<file path="src/rtl/recovery_ctrl_if.sv">
// Bus between the lockstep comparator/cores and recovery_ctrl.
// master: comparator/core side, slave: recovery controller.
interface recovery_ctrl_if #(
    parameter int ADDR_WIDTH = 5,
    parameter int DATA_WIDTH = 32
);
    logic                  enable_i;
    logic                  error_i;
    logic                  we_i;
    logic [ADDR_WIDTH-1:0] addr_i;
    logic [DATA_WIDTH-1:0] data_i;

    logic                  rf_we_o;
    logic [ADDR_WIDTH-1:0] rf_addr_o;
    logic [DATA_WIDTH-1:0] rf_data_o;
    logic                  halt_o;
    logic                  recover_o;
    logic [ADDR_WIDTH-1:0] rec_addr_o;
    logic                  fatal_o;
    logic [7:0]            err_count_o;

    modport master (
        output enable_i, error_i, we_i, addr_i, data_i,
        input  rf_we_o, rf_addr_o, rf_data_o, halt_o, recover_o,
               rec_addr_o, fatal_o, err_count_o
    );

    modport slave (
        input  enable_i, error_i, we_i, addr_i, data_i,
        output rf_we_o, rf_addr_o, rf_data_o, halt_o, recover_o,
               rec_addr_o, fatal_o, err_count_o
    );
endinterface

</file>
<file path="src/rtl/recovery_ctrl.sv">
// Lockstep recovery controller: commits agreed writes to the golden
// register file, and on a comparator mismatch stalls the cores, sweeps
// every register back from the golden file and resumes. Too many
// consecutive recoveries without a commit in between ends in FATAL.
//
// Optional feature: define FT_ERR_COUNTER_EN for a saturating 8-bit
// lifetime mismatch counter on err_count_o (tied to 0 otherwise).
//
// state   | meaning
// RUN     | normal operation, agreed writes are committed
// HALT    | cores stalled, pipeline draining (HALT_CYCLES cycles)
// RESTORE | cores reload registers 0..2^ADDR_WIDTH-1 from golden file
// RESUME  | one last stalled cycle, retry count bumped
// FATAL   | unrecoverable, absorbing until reset
module recovery_ctrl #(
    parameter int ADDR_WIDTH  = 5,
    parameter int DATA_WIDTH  = 32,
    parameter int MAX_RETRY   = 3,
    parameter int HALT_CYCLES = 2
) (
    input  logic           clk_i,
    input  logic           rst_ni,
    recovery_ctrl_if.slave bus
);

    // retry_cnt never exceeds MAX_RETRY-1: an error at that value goes FATAL
    localparam int RW        = (MAX_RETRY > 2) ? $clog2(MAX_RETRY) : 1;
    localparam int HW        = (HALT_CYCLES > 2) ? $clog2(HALT_CYCLES) : 1;
    localparam int HC_LOAD   = (HALT_CYCLES > 0) ? HALT_CYCLES - 1 : 0;
    localparam bit SKIP_HALT = (HALT_CYCLES == 0);

    typedef enum logic [2:0] {
        RUN     = 3'd0,
        HALT    = 3'd1,
        RESTORE = 3'd2,
        RESUME  = 3'd3,
        FATAL   = 3'd4
    } state_t;

    state_t                state;
    state_t                state_nxt;
    logic                  accept_err;
    logic                  commit;
    logic                  halt;
    logic                  recover;
    logic                  fatal;
    logic [RW-1:0]         retry_cnt;
    logic [HW-1:0]         halt_cnt;
    logic [ADDR_WIDTH-1:0] rec_addr;
    logic                  rf_we;
    logic [ADDR_WIDTH-1:0] rf_addr;
    logic [DATA_WIDTH-1:0] rf_data;

    // State register
    always_ff @(posedge clk_i) begin
        if (!rst_ni) begin
            state <= RUN;
        end else begin
            state <= state_nxt;
        end
    end

    // Next-state decode, error acceptance/commit qualification and status outputs
    always_comb begin
        state_nxt  = state;
        accept_err = 1'b0;
        commit     = 1'b0;
        halt       = 1'b1;
        recover    = 1'b0;
        fatal      = 1'b0;
        case (state)
            RUN: begin
                halt = 1'b0;
                if (bus.enable_i && bus.error_i) begin
                    accept_err = 1'b1;
                    if (retry_cnt == RW'(MAX_RETRY - 1)) begin
                        state_nxt = FATAL;
                    end else if (SKIP_HALT) begin
                        state_nxt = RESTORE;
                    end else begin
                        state_nxt = HALT;
                    end
                end else if (bus.enable_i && bus.we_i) begin
                    commit = 1'b1;
                end
            end
            HALT: begin
                if (halt_cnt == '0) begin
                    state_nxt = RESTORE;
                end
            end
            RESTORE: begin
                recover = 1'b1;
                if (rec_addr == '1) begin
                    state_nxt = RESUME;
                end
            end
            RESUME: begin
                state_nxt = RUN;
            end
            FATAL: begin
                fatal = 1'b1;
            end
            default: begin
                state_nxt = RUN;
            end
        endcase
    end

    // Drain timer: loaded on entry to HALT, counts down to terminal count 0
    always_ff @(posedge clk_i) begin
        if (!rst_ni) begin
            halt_cnt <= '0;
        end else if (state != HALT && state_nxt == HALT) begin
            halt_cnt <= HW'(HC_LOAD);
        end else if (state == HALT && halt_cnt != '0) begin
            halt_cnt <= halt_cnt - 1'b1;
        end
    end

    // Restore sweep address: steps through every register, 0 outside RESTORE
    always_ff @(posedge clk_i) begin
        if (!rst_ni) begin
            rec_addr <= '0;
        end else if (state == RESTORE) begin
            rec_addr <= rec_addr + 1'b1;
        end else begin
            rec_addr <= '0;
        end
    end

    // Consecutive recovery count: cleared by a commit, bumped on each RESUME
    always_ff @(posedge clk_i) begin
        if (!rst_ni) begin
            retry_cnt <= '0;
        end else if (commit) begin
            retry_cnt <= '0;
        end else if (state == RESUME) begin
            retry_cnt <= retry_cnt + 1'b1;
        end
    end

    // Commit path to the golden file: one-cycle registered strobe, address and data
    always_ff @(posedge clk_i) begin
        if (!rst_ni) begin
            rf_we   <= 1'b0;
            rf_addr <= '0;
            rf_data <= '0;
        end else begin
            rf_we <= commit;
            if (commit) begin
                rf_addr <= bus.addr_i;
                rf_data <= bus.data_i;
            end
        end
    end

    assign bus.rf_we_o    = rf_we;
    assign bus.rf_addr_o  = rf_addr;
    assign bus.rf_data_o  = rf_data;
    assign bus.halt_o     = halt;
    assign bus.recover_o  = recover;
    assign bus.rec_addr_o = rec_addr;
    assign bus.fatal_o    = fatal;

`ifdef FT_ERR_COUNTER_EN
    logic [7:0] err_count;

    // Lifetime mismatch counter, saturating at 255
    always_ff @(posedge clk_i) begin
        if (!rst_ni) begin
            err_count <= 8'd0;
        end else if (accept_err && err_count != 8'hFF) begin
            err_count <= err_count + 8'd1;
        end
    end

    assign bus.err_count_o = err_count;
`else
    assign bus.err_count_o = 8'd0;
`endif

endmodule
</file>
<file path="src/flat_wrapper.sv">
// flat-port wrapper written by rule: the top's interface ports become plain ports
module recovery_ctrl_flat 
#(
    parameter int ADDR_WIDTH  = 5,
    parameter int DATA_WIDTH  = 32,
    parameter int MAX_RETRY   = 3,
    parameter int HALT_CYCLES = 2
)
  (clk_i, rst_ni, bus_enable_i, bus_error_i, bus_we_i, bus_addr_i, bus_data_i, bus_rf_we_o, bus_rf_addr_o, bus_rf_data_o, bus_halt_o, bus_recover_o, bus_rec_addr_o, bus_fatal_o, bus_err_count_o);
  recovery_ctrl_if #(.ADDR_WIDTH(ADDR_WIDTH), .DATA_WIDTH(DATA_WIDTH)) bus_i ();
  input  logic clk_i;
  input  logic rst_ni;
  input wire logic [$bits(bus_i.enable_i)-1:0] bus_enable_i;
  input wire logic [$bits(bus_i.error_i)-1:0] bus_error_i;
  input wire logic [$bits(bus_i.we_i)-1:0] bus_we_i;
  input wire logic [$bits(bus_i.addr_i)-1:0] bus_addr_i;
  input wire logic [$bits(bus_i.data_i)-1:0] bus_data_i;
  output wire logic [$bits(bus_i.rf_we_o)-1:0] bus_rf_we_o;
  output wire logic [$bits(bus_i.rf_addr_o)-1:0] bus_rf_addr_o;
  output wire logic [$bits(bus_i.rf_data_o)-1:0] bus_rf_data_o;
  output wire logic [$bits(bus_i.halt_o)-1:0] bus_halt_o;
  output wire logic [$bits(bus_i.recover_o)-1:0] bus_recover_o;
  output wire logic [$bits(bus_i.rec_addr_o)-1:0] bus_rec_addr_o;
  output wire logic [$bits(bus_i.fatal_o)-1:0] bus_fatal_o;
  output wire logic [$bits(bus_i.err_count_o)-1:0] bus_err_count_o;
  assign bus_i.enable_i = bus_enable_i;
  assign bus_i.error_i = bus_error_i;
  assign bus_i.we_i = bus_we_i;
  assign bus_i.addr_i = bus_addr_i;
  assign bus_i.data_i = bus_data_i;
  assign bus_rf_we_o = bus_i.rf_we_o;
  assign bus_rf_addr_o = bus_i.rf_addr_o;
  assign bus_rf_data_o = bus_i.rf_data_o;
  assign bus_halt_o = bus_i.halt_o;
  assign bus_recover_o = bus_i.recover_o;
  assign bus_rec_addr_o = bus_i.rec_addr_o;
  assign bus_fatal_o = bus_i.fatal_o;
  assign bus_err_count_o = bus_i.err_count_o;
  recovery_ctrl #(.ADDR_WIDTH(ADDR_WIDTH), .DATA_WIDTH(DATA_WIDTH), .MAX_RETRY(MAX_RETRY), .HALT_CYCLES(HALT_CYCLES)) u_core (.clk_i(clk_i), .rst_ni(rst_ni), .bus(bus_i));
endmodule
</file>
<file path="config.mk">
export PLATFORM = sky130hd
export DESIGN_NAME = recovery_ctrl_flat
export DESIGN_NICKNAME = d
export VERILOG_FILES = /design/src/rtl/recovery_ctrl_if.sv /design/src/rtl/recovery_ctrl.sv /design/src/flat_wrapper.sv
export SDC_FILE = /design/constraint.sdc
export NUM_CORES = 1
export LEC_CHECK = 0
export ABC_CLOCK_PERIOD_IN_PS = 5000
export CORE_ASPECT_RATIO = 0.6
export CORE_UTILIZATION = 44
export DETAILED_ROUTE_END_ITERATION = 6
export GPL_TIMING_DRIVEN = 0
export MAX_ROUTING_LAYER = met4
export PLACE_DENSITY = 0.84
export SLEW_MARGIN = 20
export SYNTH_ARGS = -nofsm -noshare
export SYNTH_HDL_FRONTEND = slang
export SYNTH_SLANG_ARGS = --single-unit
</file>
<file path="constraint.sdc">
create_clock -name clk_i -period 5 [get_ports clk_i]
set_input_delay 0.75 -clock clk_i [delete_from_list [all_inputs] [get_ports clk_i]]
set_output_delay 0.75 -clock clk_i [all_outputs]
set_load 0.01 [all_outputs]
</file>
==> flow_metrics.py <==
metrics = {
    "timing": {
        "rsz0062_at_grt": "no",
        "slew_violations": 0,
        "setup_slack_ns": 2.36,
        "relSlewSlack": 0.659,
        "fmax_ghz": 0.378,
        "final.min_clock_period_ns": 2.64,
        "tightest_slew_ns": 0.511,
        "skew_ns": 0.00670,
        "setup-tns-final_ns": 0,
        "setup_viol": 0,
        "finalCritPeriodShare": 0.529,
        "hold_viol": 0,
    },
    "critical_path": {
        "crit_arrival_ns": 1.89,
        "r2r-end": "u_core.bus.rf_data_o[24]",
        "reg2reg_slack_ns": 3.09,
        "reg2reg_depth": 6,
        "crit_fanout": 9,
        "r2r-start": "u_core.state[2]",
        "cp-start-kind": "flop",
        "criticalPathCategory": "reg2out",
        "crit_path_end_kind": "output pin",
        "crit_required_ns": 4.25,
    },
    "place": {
        "place_area_mm2": 0.00300,
        "place_ws_ns": 2.70,
        "io_buffers": 86,
        "dp.cells": 375,
        "place.gp.congestion": 0.725,
        "dp_hpwl_um": 3650,
    },
    "clocking": {
        "htreeDepth": 2,
        "cts_tree": "built",
        "cts_setup_buffers": 0,
        "clk_pin_slew_ns": 0.08,
        "cts_sinks": 49,
        "cts_repair_resize_count": 0,
        "cts_hold_buf": 0,
        "insertion_delay_ns": 0.29,
        "cts_buffers": 5,
        "clock_path_buffers": 2,
        "clockRootBuffer": "clkbuf_8",
    },
    "floorplanning": {
        "start_util": 0.475,
        "dieArea_mm2": 0.00491,
        "die_h_um": 54.7,
        "num_rows": 18,
        "io_pins": 96,
        "coreArea_mm2": 0.00428,
        "die_x_um": 89.8,
    },
    "synthesis": {
        "syn_avg_cell_area_um2": 9.16,
        "ys_top_cells_by_area": "dfxtp_1, mux2i_1, nand2_1",
        "syn_area_mm2": 0.00203,
        "yosysTopAreaCell": "dfxtp_1",
        "ys_warn_count": 0,
        "synth_top_family_by_area": "simple AND/OR/NAND/NOR gates",
        "synth_compound_area_frac": 0.0203,
        "synth.lib_cells_used.distinct": 29,
        "yosysSeqAreaShare": 0.482,
        "syn_inst": 222,
        "yosysTopAreaCellShare": 0.482,
        "synthAdderAreaFrac": 0.0185,
        "synth-xor-area-share": 0.0129,
        "synth_seq_cells": 49,
        "synthMuxAreaShare": 0.182,
        "synth_simple_gate_area_frac": 0.212,
    },
    "routing": {
        "via_per_inst": 4.73,
        "drc": 0,
        "dr.pass1.iters": 4,
        "avgRoutedWirePerCell_um": 12.8,
        "vias": 1810,
        "routed_wl_um": 4910,
        "ant_nets": 0,
        "drt-initial-drc-count": 55,
    },
    "pwr": {
        "cellPowerDensity_mw_per_mm2": 253,
        "ir_drop_uv": 187,
        "p_leak_nw": 1.19,
    },
    "global_routing": {
        "grt_pass1_wl_um": 7960,
        "track_usage": 0.216,
        "grt_pass1_vias": 1744,
        "antenna_found_initial": 0,
        "grt_overflow": 0,
        "grt_max_degree": 15,
    },
    "finish": {
        "antenna_cells": 0,
        "areaGrowthSynthToFinish_pct": 52.3,
        "final_nets": 367,
        "register_area_um2": 981,
        "nFillCells": 335,
        "final_util": 0.724,
        "final_area_mm2": 0.00310,
        "drive_gt1_frac": 0.0712,
        "fin_cells": 383,
        "multiInputGateArea_um2": 936,
    },
    "worst_hold_path": {
        "hold_path_depth": 2,
        "min_from": "u_core.bus.rf_data_o[22]",
        "holdPathEnd": "u_core.bus.rf_data_o[22]",
        "hold_path_class": "reg2reg",
    },
    "status": {
        "status": "complete, no violations",
    },
    "run": {
        "drv_cap": 0,
    },
}
==> synthesized netlist by cell type (all sizes together) <==
cell	n
o221a	1
xor2	1
dfxtp	49
o21ai	1
xnor2	2
or3	1
ha	3
a2111oi	1
and3b	1
nand2b	2
nand3b	2
nor3	4
nor3b	3
buf	14
inv	2
nand3	1
nor2	4
conb	1
mux2i	37
a31oi	1
and3	3
o311a	1
nand2	77
nor4	2
clkbuf	8
==> worst max-delay path by stage <==
stage                          from                       end  slack, ns  cells past startpoint
floorplan                    rst_ni  u_core.bus.rec_addr_o[2]       3.21                      5
global placement       bus_enable_i  u_core.bus.rf_data_o[25]       2.76                      6
detailed placement     bus_enable_i  u_core.bus.rf_data_o[21]       2.70                      6
CTS                 u_core.state[1]             bus_recover_o       2.39                      2
global route        u_core.state[1]             bus_recover_o       2.26                      2
finish              u_core.state[1]             bus_recover_o       2.36                      2
==> worst max-delay path, cell delays in order (launching register included) <==
cell	delay [ns]
dfxtp_1	0.48
nor3b_1	0.49
clkdlybuf4s50_1	0.64
==> metrics by stage <==
stage / power (mW) / hold slack [ns]
after floorplan: 0.475 / 0.469
final: 0.785 / 0.458
after CTS: 0.789 / 0.462
after detailed placement: 0.542 / 0.452
after global routing: 0.816 / 0.474
after global placement: 0.540 / 0.440
==> logic make-up (layout without fill, tap and decap cells) <==
group,Yosys count,in the layout
AOI/OAI and AO/OA,5,5
xor gates and xnor gates,3,3
adders and majority gates,3,3
buffers and inverters,24,118
DFF,49,49
muxes,37,37
other,1,8
and+or+nand+nor,100,100
==> placed cells by master (no fill, tap or decap), types with 2 or more instances in the layout <==
cell type        Yosys  routed
xnor2_1              2       2
clkdlybuf4s50_1      0      86
nor3_1               3       3
inv_1                2       2
clkbuf_1             8       8
nor2_1               4       4
and3_1               3       3
nor4_1               2       2
nand2b_1             2       2
mux2i_1             37      37
buf_6                2       2
conb_1               1       8
nand2_1             77      77
nand3b_1             2       2
buf_4               10      10
ha_1                 3       3
dfxtp_1             49      49
clkbuf_8             0       7
nor3b_1              3       3
==> report_power, final <==
part | leakage (nW) | switching (mW) | internal (mW)
Sequential | 0.397 | 0.00841 | 0.403
Combinational | 0.743 | 0.0500 | 0.0718
Clock | 0.0542 | 0.126 | 0.125
==> final cells by class <==
| type | count | area share |
|---|---|---|
| well taps | 60 | 0.0242 |
| inverters | 2 | 0.00242 |
| multi-input cells | 156 | 0.302 |
| clock buffers | 7 | 0.0311 |
| plain buffers | 22 | 0.0440 |
| repair buffers | 86 | 0.278 |
| clock inverters | 1 | 0.00162 |
| flip-flops and latches | 49 | 0.317 |
==> registers in the layout, summed over array words and instances (netlist names) <==
register	flops
u_core.bus.rf_addr_o	5
u_core.state	3
u_core.halt_cnt	1
u_core.retry_cnt	2
u_core.bus.rf_data_o	32
u_core.bus.rec_addr_o	5
u_core.bus.rf_we_o	1
==> layer usage <==
metal	global-route usage	vias up	wire length, um
met3	0.0736	2	402
li1	-	908	-
met1	0.264	832	2320
met2	0.353	68	2170
met5	-	-	0
met4	0.0437	0	19
(Power assumes the default switching activity.)
